===== config.mk =====
export PLATFORM = sky130hd
export DESIGN_NAME = uart_tx_arbiter_flat
export DESIGN_NICKNAME = d
export VERILOG_FILES = /design/src/rtl/uart_pkg.sv /design/src/rtl/uart_tx_arbiter_if.sv /design/src/rtl/uart_rr_pick.sv /design/src/rtl/uart_tx_arbiter.sv /design/src/flat_wrapper.sv
export SDC_FILE = /design/constraint.sdc
export NUM_CORES = 1
export LEC_CHECK = 0
export CORE_ASPECT_RATIO = 1.1
export CORE_UTILIZATION = 51
export CTS_BUF_LIST = sky130_fd_sc_hd__clkbuf_16
export CTS_CLUSTER_DIAMETER = 120
export DETAILED_ROUTE_END_ITERATION = 16
export PLACE_DENSITY = 0.85
export SKIP_LAST_GASP = 1
export SYNTH_ARGS = -nofsm -noshare
export SYNTH_HDL_FRONTEND = slang
export SYNTH_SLANG_ARGS = --single-unit
export TNS_END_PERCENT = 20

===== constraint.sdc =====
create_clock -name clk -period 4.1 [get_ports clk]
set_input_delay 1.025 -clock clk [delete_from_list [all_inputs] [get_ports clk]]
set_output_delay 1.025 -clock clk [all_outputs]
set_load 0.02 [all_outputs]

===== src/rtl/uart_pkg.sv =====
// Shared definitions for the UART transmit path.
//   UART_DATA_W : default byte width, shared with the uart block
//   arb_state_t : arbiter state encoding (ST_IDLE, ST_LAUNCH, ST_WAIT)
//   rr_next     : round-robin successor of an index, wrapping at n
package uart_pkg;

  localparam int UART_DATA_W = 8;

  typedef enum logic [1:0] {
    ST_IDLE   = 2'd0,
    ST_LAUNCH = 2'd1,
    ST_WAIT   = 2'd2
  } arb_state_t;

  function automatic int rr_next(input int idx, input int n);
    return (idx + 1 >= n) ? 0 : idx + 1;
  endfunction

endpackage


===== src/rtl/uart_tx_arbiter_if.sv =====
// Bundle between the requesters/uart pins and the transmit arbiter.
//   req, req_data      : per-requester level request and packed bytes
//   gnt                : one-hot grant pulse back to the requesters
//   uart_start/_txin   : start pulse and byte towards the uart
//   uart_txdone        : transmit-done from the uart
//   busy, done, err    : arbiter status
//   owner              : index of the current/last granted requester
// master = client/uart side, slave = arbiter side.
interface uart_tx_arbiter_if #(
  parameter int NREQ   = 4,
  parameter int DATA_W = 8
);

  logic [NREQ-1:0]         req;
  logic [NREQ*DATA_W-1:0]  req_data;
  logic [NREQ-1:0]         gnt;
  logic                    uart_start;
  logic [DATA_W-1:0]       uart_txin;
  logic                    uart_txdone;
  logic                    busy;
  logic                    done;
  logic                    err;
  logic [$clog2(NREQ)-1:0] owner;

  modport master (
    output req, req_data, uart_txdone,
    input  gnt, uart_start, uart_txin, busy, done, err, owner
  );

  modport slave (
    input  req, req_data, uart_txdone,
    output gnt, uart_start, uart_txin, busy, done, err, owner
  );

endinterface


===== src/rtl/uart_rr_pick.sv =====
// Combinational round-robin selector.
//   req    : request vector
//   ptr    : highest-priority index this round
//   winner : first set request at or after ptr, wrapping modulo NREQ
//   valid  : at least one request is set
module uart_rr_pick #(
  parameter int NREQ = 4
) (
  input  logic [NREQ-1:0]         req,
  input  logic [$clog2(NREQ)-1:0] ptr,
  output logic [$clog2(NREQ)-1:0] winner,
  output logic                    valid
);

  localparam int IW = $clog2(NREQ);

  logic [NREQ-1:0] rot;    // requests rotated so that bit 0 is req[ptr]
  logic [NREQ-1:0] first;  // lowest set bit of rot, one-hot
  logic [NREQ:0]   seen;   // any rot bit below position gi is set
  logic [IW-1:0]   off;
  logic [IW:0]     sum;

  assign seen[0] = 1'b0;

  for (genvar gi = 0; gi < NREQ; gi++) begin : g_rot
    logic [IW:0] pos;
    // One extra bit keeps ptr+gi exact before folding back into range;
    // this also covers NREQ values that are not powers of two.
    assign pos        = {1'b0, ptr} + (IW+1)'(gi);
    assign rot[gi]    = (pos >= (IW+1)'(NREQ)) ? req[IW'(pos - (IW+1)'(NREQ))]
                                               : req[IW'(pos)];
    assign first[gi]  = rot[gi] & ~seen[gi];
    assign seen[gi+1] = seen[gi] | rot[gi];
  end

  always_comb begin
    off = '0;
    for (int k = 0; k < NREQ; k++) begin
      if (first[k]) begin
        off = off | IW'(k);
      end
    end
  end

  assign sum    = {1'b0, ptr} + {1'b0, off};
  assign winner = (sum >= (IW+1)'(NREQ)) ? IW'(sum - (IW+1)'(NREQ)) : IW'(sum);
  assign valid  = seen[NREQ];

endmodule


===== src/rtl/uart_tx_arbiter.sv =====
// Round-robin sharing of one UART transmitter among NREQ requesters.
//   clk : system clock, rising edge
//   rst : synchronous active-high reset
//   bus : uart_tx_arbiter_if slave modport (requests, grants, uart pins,
//         status and owner)
// Flow: IDLE picks a winner and latches its byte, LAUNCH issues the start
// pulse and grant for one cycle, WAIT holds the byte until a rising edge of
// uart_txdone (done) or until the watchdog expires (err). Every output is
// registered.
module uart_tx_arbiter
  import uart_pkg::*;
#(
  parameter int NREQ    = 4,
  parameter int DATA_W  = UART_DATA_W,
  parameter int TIMEOUT = 2048
) (
  input logic              clk,
  input logic              rst,
  uart_tx_arbiter_if.slave bus
);

  localparam int IW = $clog2(NREQ);
  localparam int CW = $clog2(TIMEOUT);

  arb_state_t        state_reg;
  logic [IW-1:0]     ptr_reg;
  logic [IW-1:0]     owner_reg;
  logic [DATA_W-1:0] txin_reg;
  logic [NREQ-1:0]   gnt_reg;
  logic              start_reg;
  logic              busy_reg;
  logic              done_reg;
  logic              err_reg;
  logic              txdone_q_reg;
  logic [CW-1:0]     cnt_reg;

  logic [IW-1:0]     pick_winner;
  logic              pick_valid;
  logic              txdone_rise;
  logic [DATA_W-1:0] req_bytes [NREQ];

  for (genvar gi = 0; gi < NREQ; gi++) begin : g_bytes
    assign req_bytes[gi] = bus.req_data[gi*DATA_W +: DATA_W];
  end

  uart_rr_pick #(
    .NREQ (NREQ)
  ) u_pick (
    .req    (bus.req),
    .ptr    (ptr_reg),
    .winner (pick_winner),
    .valid  (pick_valid)
  );

  // txdone_q_reg is sampled every cycle, so a level already high when WAIT
  // is entered never looks like a rise.
  assign txdone_rise = bus.uart_txdone & ~txdone_q_reg;

  always_ff @(posedge clk) begin
    if (rst) begin
      state_reg    <= ST_IDLE;
      ptr_reg      <= '0;
      owner_reg    <= '0;
      txin_reg     <= '0;
      gnt_reg      <= '0;
      start_reg    <= 1'b0;
      busy_reg     <= 1'b0;
      done_reg     <= 1'b0;
      err_reg      <= 1'b0;
      txdone_q_reg <= 1'b0;
      cnt_reg      <= '0;
    end else begin
      txdone_q_reg <= bus.uart_txdone;
      // Pulse outputs default low; each state raises only what it needs.
      start_reg    <= 1'b0;
      gnt_reg      <= '0;
      done_reg     <= 1'b0;
      err_reg      <= 1'b0;

      case (state_reg)
        ST_IDLE: begin
          if (pick_valid) begin
            state_reg <= ST_LAUNCH;
            owner_reg <= pick_winner;
            txin_reg  <= req_bytes[pick_winner];
            start_reg <= 1'b1;
            gnt_reg   <= NREQ'(1) << pick_winner;
            busy_reg  <= 1'b1;
          end
        end

        ST_LAUNCH: begin
          state_reg <= ST_WAIT;
          ptr_reg   <= IW'(rr_next(int'(owner_reg), NREQ));
          cnt_reg   <= '0;
        end

        ST_WAIT: begin
          // A rise on the expiry edge still counts as a normal completion.
          if (txdone_rise) begin
            state_reg <= ST_IDLE;
            busy_reg  <= 1'b0;
            done_reg  <= 1'b1;
          end else if (cnt_reg == CW'(TIMEOUT - 1)) begin
            state_reg <= ST_IDLE;
            busy_reg  <= 1'b0;
            err_reg   <= 1'b1;
          end else begin
            cnt_reg <= cnt_reg + 1'b1;
          end
        end

        default: begin
          state_reg <= ST_IDLE;
          busy_reg  <= 1'b0;
        end
      endcase
    end
  end

  assign bus.gnt        = gnt_reg;
  assign bus.uart_start = start_reg;
  assign bus.uart_txin  = txin_reg;
  assign bus.busy       = busy_reg;
  assign bus.done       = done_reg;
  assign bus.err        = err_reg;
  assign bus.owner      = owner_reg;

endmodule


===== src/flat_wrapper.sv =====
// flat-port wrapper written by rule: the top's interface ports become plain ports
module uart_tx_arbiter_flat import uart_pkg::*;
#(
  parameter int NREQ    = 4,
  parameter int DATA_W  = UART_DATA_W,
  parameter int TIMEOUT = 2048
)
  (clk, rst, bus_req, bus_req_data, bus_uart_txdone, bus_gnt, bus_uart_start, bus_uart_txin, bus_busy, bus_done, bus_err, bus_owner);
  uart_tx_arbiter_if #(.NREQ(NREQ), .DATA_W(DATA_W)) bus_i ();
  input logic clk;
  input logic rst;
  input wire logic [$bits(bus_i.req)-1:0] bus_req;
  input wire logic [$bits(bus_i.req_data)-1:0] bus_req_data;
  input wire logic [$bits(bus_i.uart_txdone)-1:0] bus_uart_txdone;
  output wire logic [$bits(bus_i.gnt)-1:0] bus_gnt;
  output wire logic [$bits(bus_i.uart_start)-1:0] bus_uart_start;
  output wire logic [$bits(bus_i.uart_txin)-1:0] bus_uart_txin;
  output wire logic [$bits(bus_i.busy)-1:0] bus_busy;
  output wire logic [$bits(bus_i.done)-1:0] bus_done;
  output wire logic [$bits(bus_i.err)-1:0] bus_err;
  output wire logic [$bits(bus_i.owner)-1:0] bus_owner;
  assign bus_i.req = bus_req;
  assign bus_i.req_data = bus_req_data;
  assign bus_i.uart_txdone = bus_uart_txdone;
  assign bus_gnt = bus_i.gnt;
  assign bus_uart_start = bus_i.uart_start;
  assign bus_uart_txin = bus_i.uart_txin;
  assign bus_busy = bus_i.busy;
  assign bus_done = bus_i.done;
  assign bus_err = bus_i.err;
  assign bus_owner = bus_i.owner;
  uart_tx_arbiter #(.NREQ(NREQ), .DATA_W(DATA_W), .TIMEOUT(TIMEOUT)) u_core (.clk(clk), .rst(rst), .bus(bus_i));
endmodule

==> out/summary.md <==
In this run the static leakage power is 1.02 nW. The run gives 3650 um2 as the core outline area. Yosys printed 0 warnings.

The tool flagged a number of max-cap violations equal to 0. In this run the most critical hold path is launched from u_core.bus.owner[0]$_SDFFE_PP0P_. The number of nets in the synthesized netlist came out at 265. The logs give 497 ps for the post-route worst hold slack and 5 for the number of clock buffers inserted by TritonCTS. The worst ir drop on vdd is 0.256 mV, and the maximum frequency from static timing analysis is 278 MHz. Total number of vias: 1777. The largest stage delay on the critical path was 730 ps; the final period demand of the worst path was 3590 ps. The footprint of the flip-flops and latches is 681 um2. The mapped netlist covers 1950 um2. For the sequential-to-total area share from yosys stat, the log shows 0.350. The run gives 7.12 mm as the global-route wire length before repair. In this run the power density over the cells is 495 nW/um2.

The launching element type of the critical path is an input pin. The flip-flop count of the largest register after layout works out to 11. The library cells used most frequently in the layout, excluding fill and tap cells, are 56 x sky130_fd_sc_hd__clkdlybuf4s50_1, 34 x sky130_fd_sc_hd__dfxtp_1, 24 x sky130_fd_sc_hd__nor2_1. From left edge to right edge, the die measures 60.9 um. The number of hold buffers added after CTS was 0. The setup path with the least slack is of type input pin to flop. Buffers added to address setup during post-CTS repair amount to 0. The global placer's final weighted congestion was 0.821. Synthesis handed over a netlist of 219 instances.

Setup total negative slack on the finished layout was measured at 0 ps. Origin of the critical flop-to-flop path: u_core.ptr_reg[0]$_SDFFE_PP0N_. Slowest cell on the critical path: sky130_fd_sc_hd__nor2_1. Between clock sinks in the finished design, the worst skew comes to 3.76 ps. The worst setup path is captured at a flop. Before antenna repair, the detailed router went through 4 iterations. The number of antenna diodes in the final layout is 0. The DRC violation count after routing is 0. Setup repair after global routing left no endpoint under its margin.

Across all setup checks in the final design, the least slack found is 506 ps. The commonest non-fill, non-tap cell in the layout was sky130_fd_sc_hd__clkdlybuf4s50_1. The clock passes through at most 2 buffers. The post-synthesis async set-or-reset flop share works out to 0. At the pin with the least slew margin, the transition time is 933 ps. The biggest fanout along the worst timing path is 16.

Including well taps, the total number of placed cells is 314. The total overflow left after global routing is 0. After filler insertion, the fill cell instance count of the layout stands at 305. Combined global-route utilization of all metal layers: 0.235.

The final critical-path share of the clock period was 0.877; the number of resized instances in the post-cts repair step was 0. The number of standard-cell rows in the floorplan was 23; the source-to-sink clock delay at the later pin of the worst-skew pair was 280 ps. The path with the worst hold slack has its endpoint at u_core.bus.owner[0]$_SDFFE_PP0P_. At the worst endpoint, the required time is 4260 ps. After detailed routing, the number of vias per cell comes to 5.52. Counting flops with a built-in enable in the synthesized netlist gives 0.

The initial antenna violation count is 0, and the fraction of final layout cells sized beyond drive strength 1 is 0.0551. The area growth from synthesis to layout is 35.5%. Wires add up to 4.37 mm. The worst register-to-register path ends at u_core.bus.uart_txin[5]$_SDFFE_PP0P_. The count of buffers inserted at the top-level ports was 56. The die height was 66.8 um; the worst reg2reg path depth was 9.

The run gives 0.721 as the final core utilization. The signal on the critical path passes through clkdlybuf4s50_1 -> or4_1 -> o211ai_1 -> ha_1 -> xor2_1 -> nor2_1 -> a22oi_1 -> nand2_1 -> a21oi_1. The initial core utilization is 0.532, and the area taken by multi-input logic gates is 1150 um2. Most common flop cell mapped by yosys: sky130_fd_sc_hd__dfxtp_1. For flop-to-flop paths, the worst setup slack is 1400 ps.

Setup violations remaining at the end of the flow were counted as 0. The clock sink count is 34, and the count of nets after finishing is 317. The number of synthesized register bits is 34. A synthesized cell averages 8.88 um2. Data arrives at the worst endpoint at 3760 ps. For the count of different cell masters after synthesis, the log shows 41. The total count of max-transition violations in the final report came out at 0. Counting instances, the worst hold path has a depth of 2. The run gives 0 as the final hold violation count. The path class of the tightest hold or removal check is flop to flop. 57 I/O pins were placed. The clock input transition at the sequential cells of the worst setup and hold paths was 50 ps. Detailed-route wire length per cell: 13.6 um. The H-tree generated during clock tree synthesis spans 2 levels. Prior to clock tree synthesis, the placed netlist has a worst setup slack of 275 ps. The post-DP HPWL is 3.14 mm, and the number of global-route vias before repair is 1664. TritonCTS built the clock tree. The finished layout holds 322 standard cells, fillers aside. The run gives 116 as the number of DRC violations after detailed-routing iteration 0. The remaining antenna violation count was 0; the die area was 4070 um2. Clock tree root driver cell: sky130_fd_sc_hd__clkbuf_16. The tools report the remaining max-slew budget at the tightest pin as 0.376. The run finished with clean final reports.

For the pin count of the biggest net entering global routing, the log shows 22.
-- logic make-up after synthesis --
group / synth area share
simple gates: 0.181
compound gates: 0.212
flops: 0.350
buf+inv: 0.0592
mux: 0.103
xor+xnor: 0.0495
fa+ha+maj: 0.0450
-- worst max-delay path: cells and delay by family --
kind,cells,cell delay (ps)
buf+inv,1,600
fa+ha+maj,1,190
compound gates,3,400
simple gates,3,1440
xor+xnor,1,110
-- area by class of cell --
cell class | instances | area share
clock inverter | 3 | 0.00475
clock buffer | 5 | 0.0475
inverter | 6 | 0.00854
tap | 50 | 0.0237
multi-input combinational | 165 | 0.436
sequential | 34 | 0.258
timing repair buffer | 59 | 0.221
-- how the worst max path moves through the flow --
stage / start / slack (ps) / end
2_1_floorplan: bus_req[2] / 1180 / u_core.bus.uart_txin[1]$_SDFFE_PP0P_
3_3_place_gp: bus_req[3] / 340 / u_core.bus.uart_txin[1]$_SDFFE_PP0P_
3_5_place_dp: bus_req[3] / 280 / u_core.bus.uart_txin[5]$_SDFFE_PP0P_
4_1_cts: bus_req[3] / 550 / u_core.bus.uart_txin[5]$_SDFFE_PP0P_
5_1_grt: bus_req[3] / 220 / u_core.bus.uart_txin[5]$_SDFFE_PP0P_
6_report: bus_req[0] / 510 / u_core.bus.uart_txin[5]$_SDFFE_PP0P_
-- cell usage after synthesis, types with 2 or more instances --
master                      n  share of area
sky130_fd_sc_hd__nor2b_1    3         0.0096
sky130_fd_sc_hd__nor3_1     3         0.0077
sky130_fd_sc_hd__ha_1       7          0.045
sky130_fd_sc_hd__nand2_1   16          0.031
sky130_fd_sc_hd__nand4_1    2         0.0064
sky130_fd_sc_hd__nand3_1    7          0.018
sky130_fd_sc_hd__o21ai_0   11          0.028
sky130_fd_sc_hd__o32ai_1    2         0.0090
sky130_fd_sc_hd__mux2i_1   20           0.10
sky130_fd_sc_hd__o211ai_1   2         0.0077
sky130_fd_sc_hd__dfxtp_1   34           0.35
sky130_fd_sc_hd__xor2_1     2         0.0090
sky130_fd_sc_hd__a211oi_1   2         0.0077
sky130_fd_sc_hd__a221o_1    3          0.015
sky130_fd_sc_hd__a21oi_1   13          0.033
sky130_fd_sc_hd__buf_6      3          0.017
sky130_fd_sc_hd__and3_1     3         0.0096
sky130_fd_sc_hd__and4_1     2         0.0090
sky130_fd_sc_hd__inv_1      6          0.012
sky130_fd_sc_hd__nor4b_1    2         0.0090
sky130_fd_sc_hd__nor2_1    24          0.046
sky130_fd_sc_hd__buf_2      5          0.013
sky130_fd_sc_hd__xnor2_1    9          0.041
sky130_fd_sc_hd__a221o_2    5          0.029
sky130_fd_sc_hd__a22oi_1    8          0.031
sky130_fd_sc_hd__nor4_1     4          0.013
sky130_fd_sc_hd__clkbuf_1   5         0.0096
sky130_fd_sc_hd__nand2b_1   3         0.0096
-- per-layer routing --
metal,vias to the layer above,global-route usage,part of all wire
met5,-,0,0
met4,0,0.102,0.012
met3,5,0.0524,0.046
met2,48,0.408,0.51
met1,811,0.271,0.43
li1,913,-,-
-- per-stage QoR --
| step | power (mW) | instance area (um2) |
|---|---|---|
| 2_1_floorplan | 0.800 | 1950 |
| 3_5_place_dp | 0.955 | 2500 |
| 6_report | 1.30 | 2640 |
| 4_1_cts | 1.31 | 2640 |
| 5_1_grt | 1.38 | 2640 |
| 3_3_place_gp | 0.946 | 2500 |
-- report_power, final --
group	internal, mW	switching (mW)	total, mW
registers	0.380	0.0360	0.416
logic	0.260	0.280	0.540
clock network	0.219	0.130	0.349
total	0.859	0.446	1.30
Power figures use the tool's default switching activity.
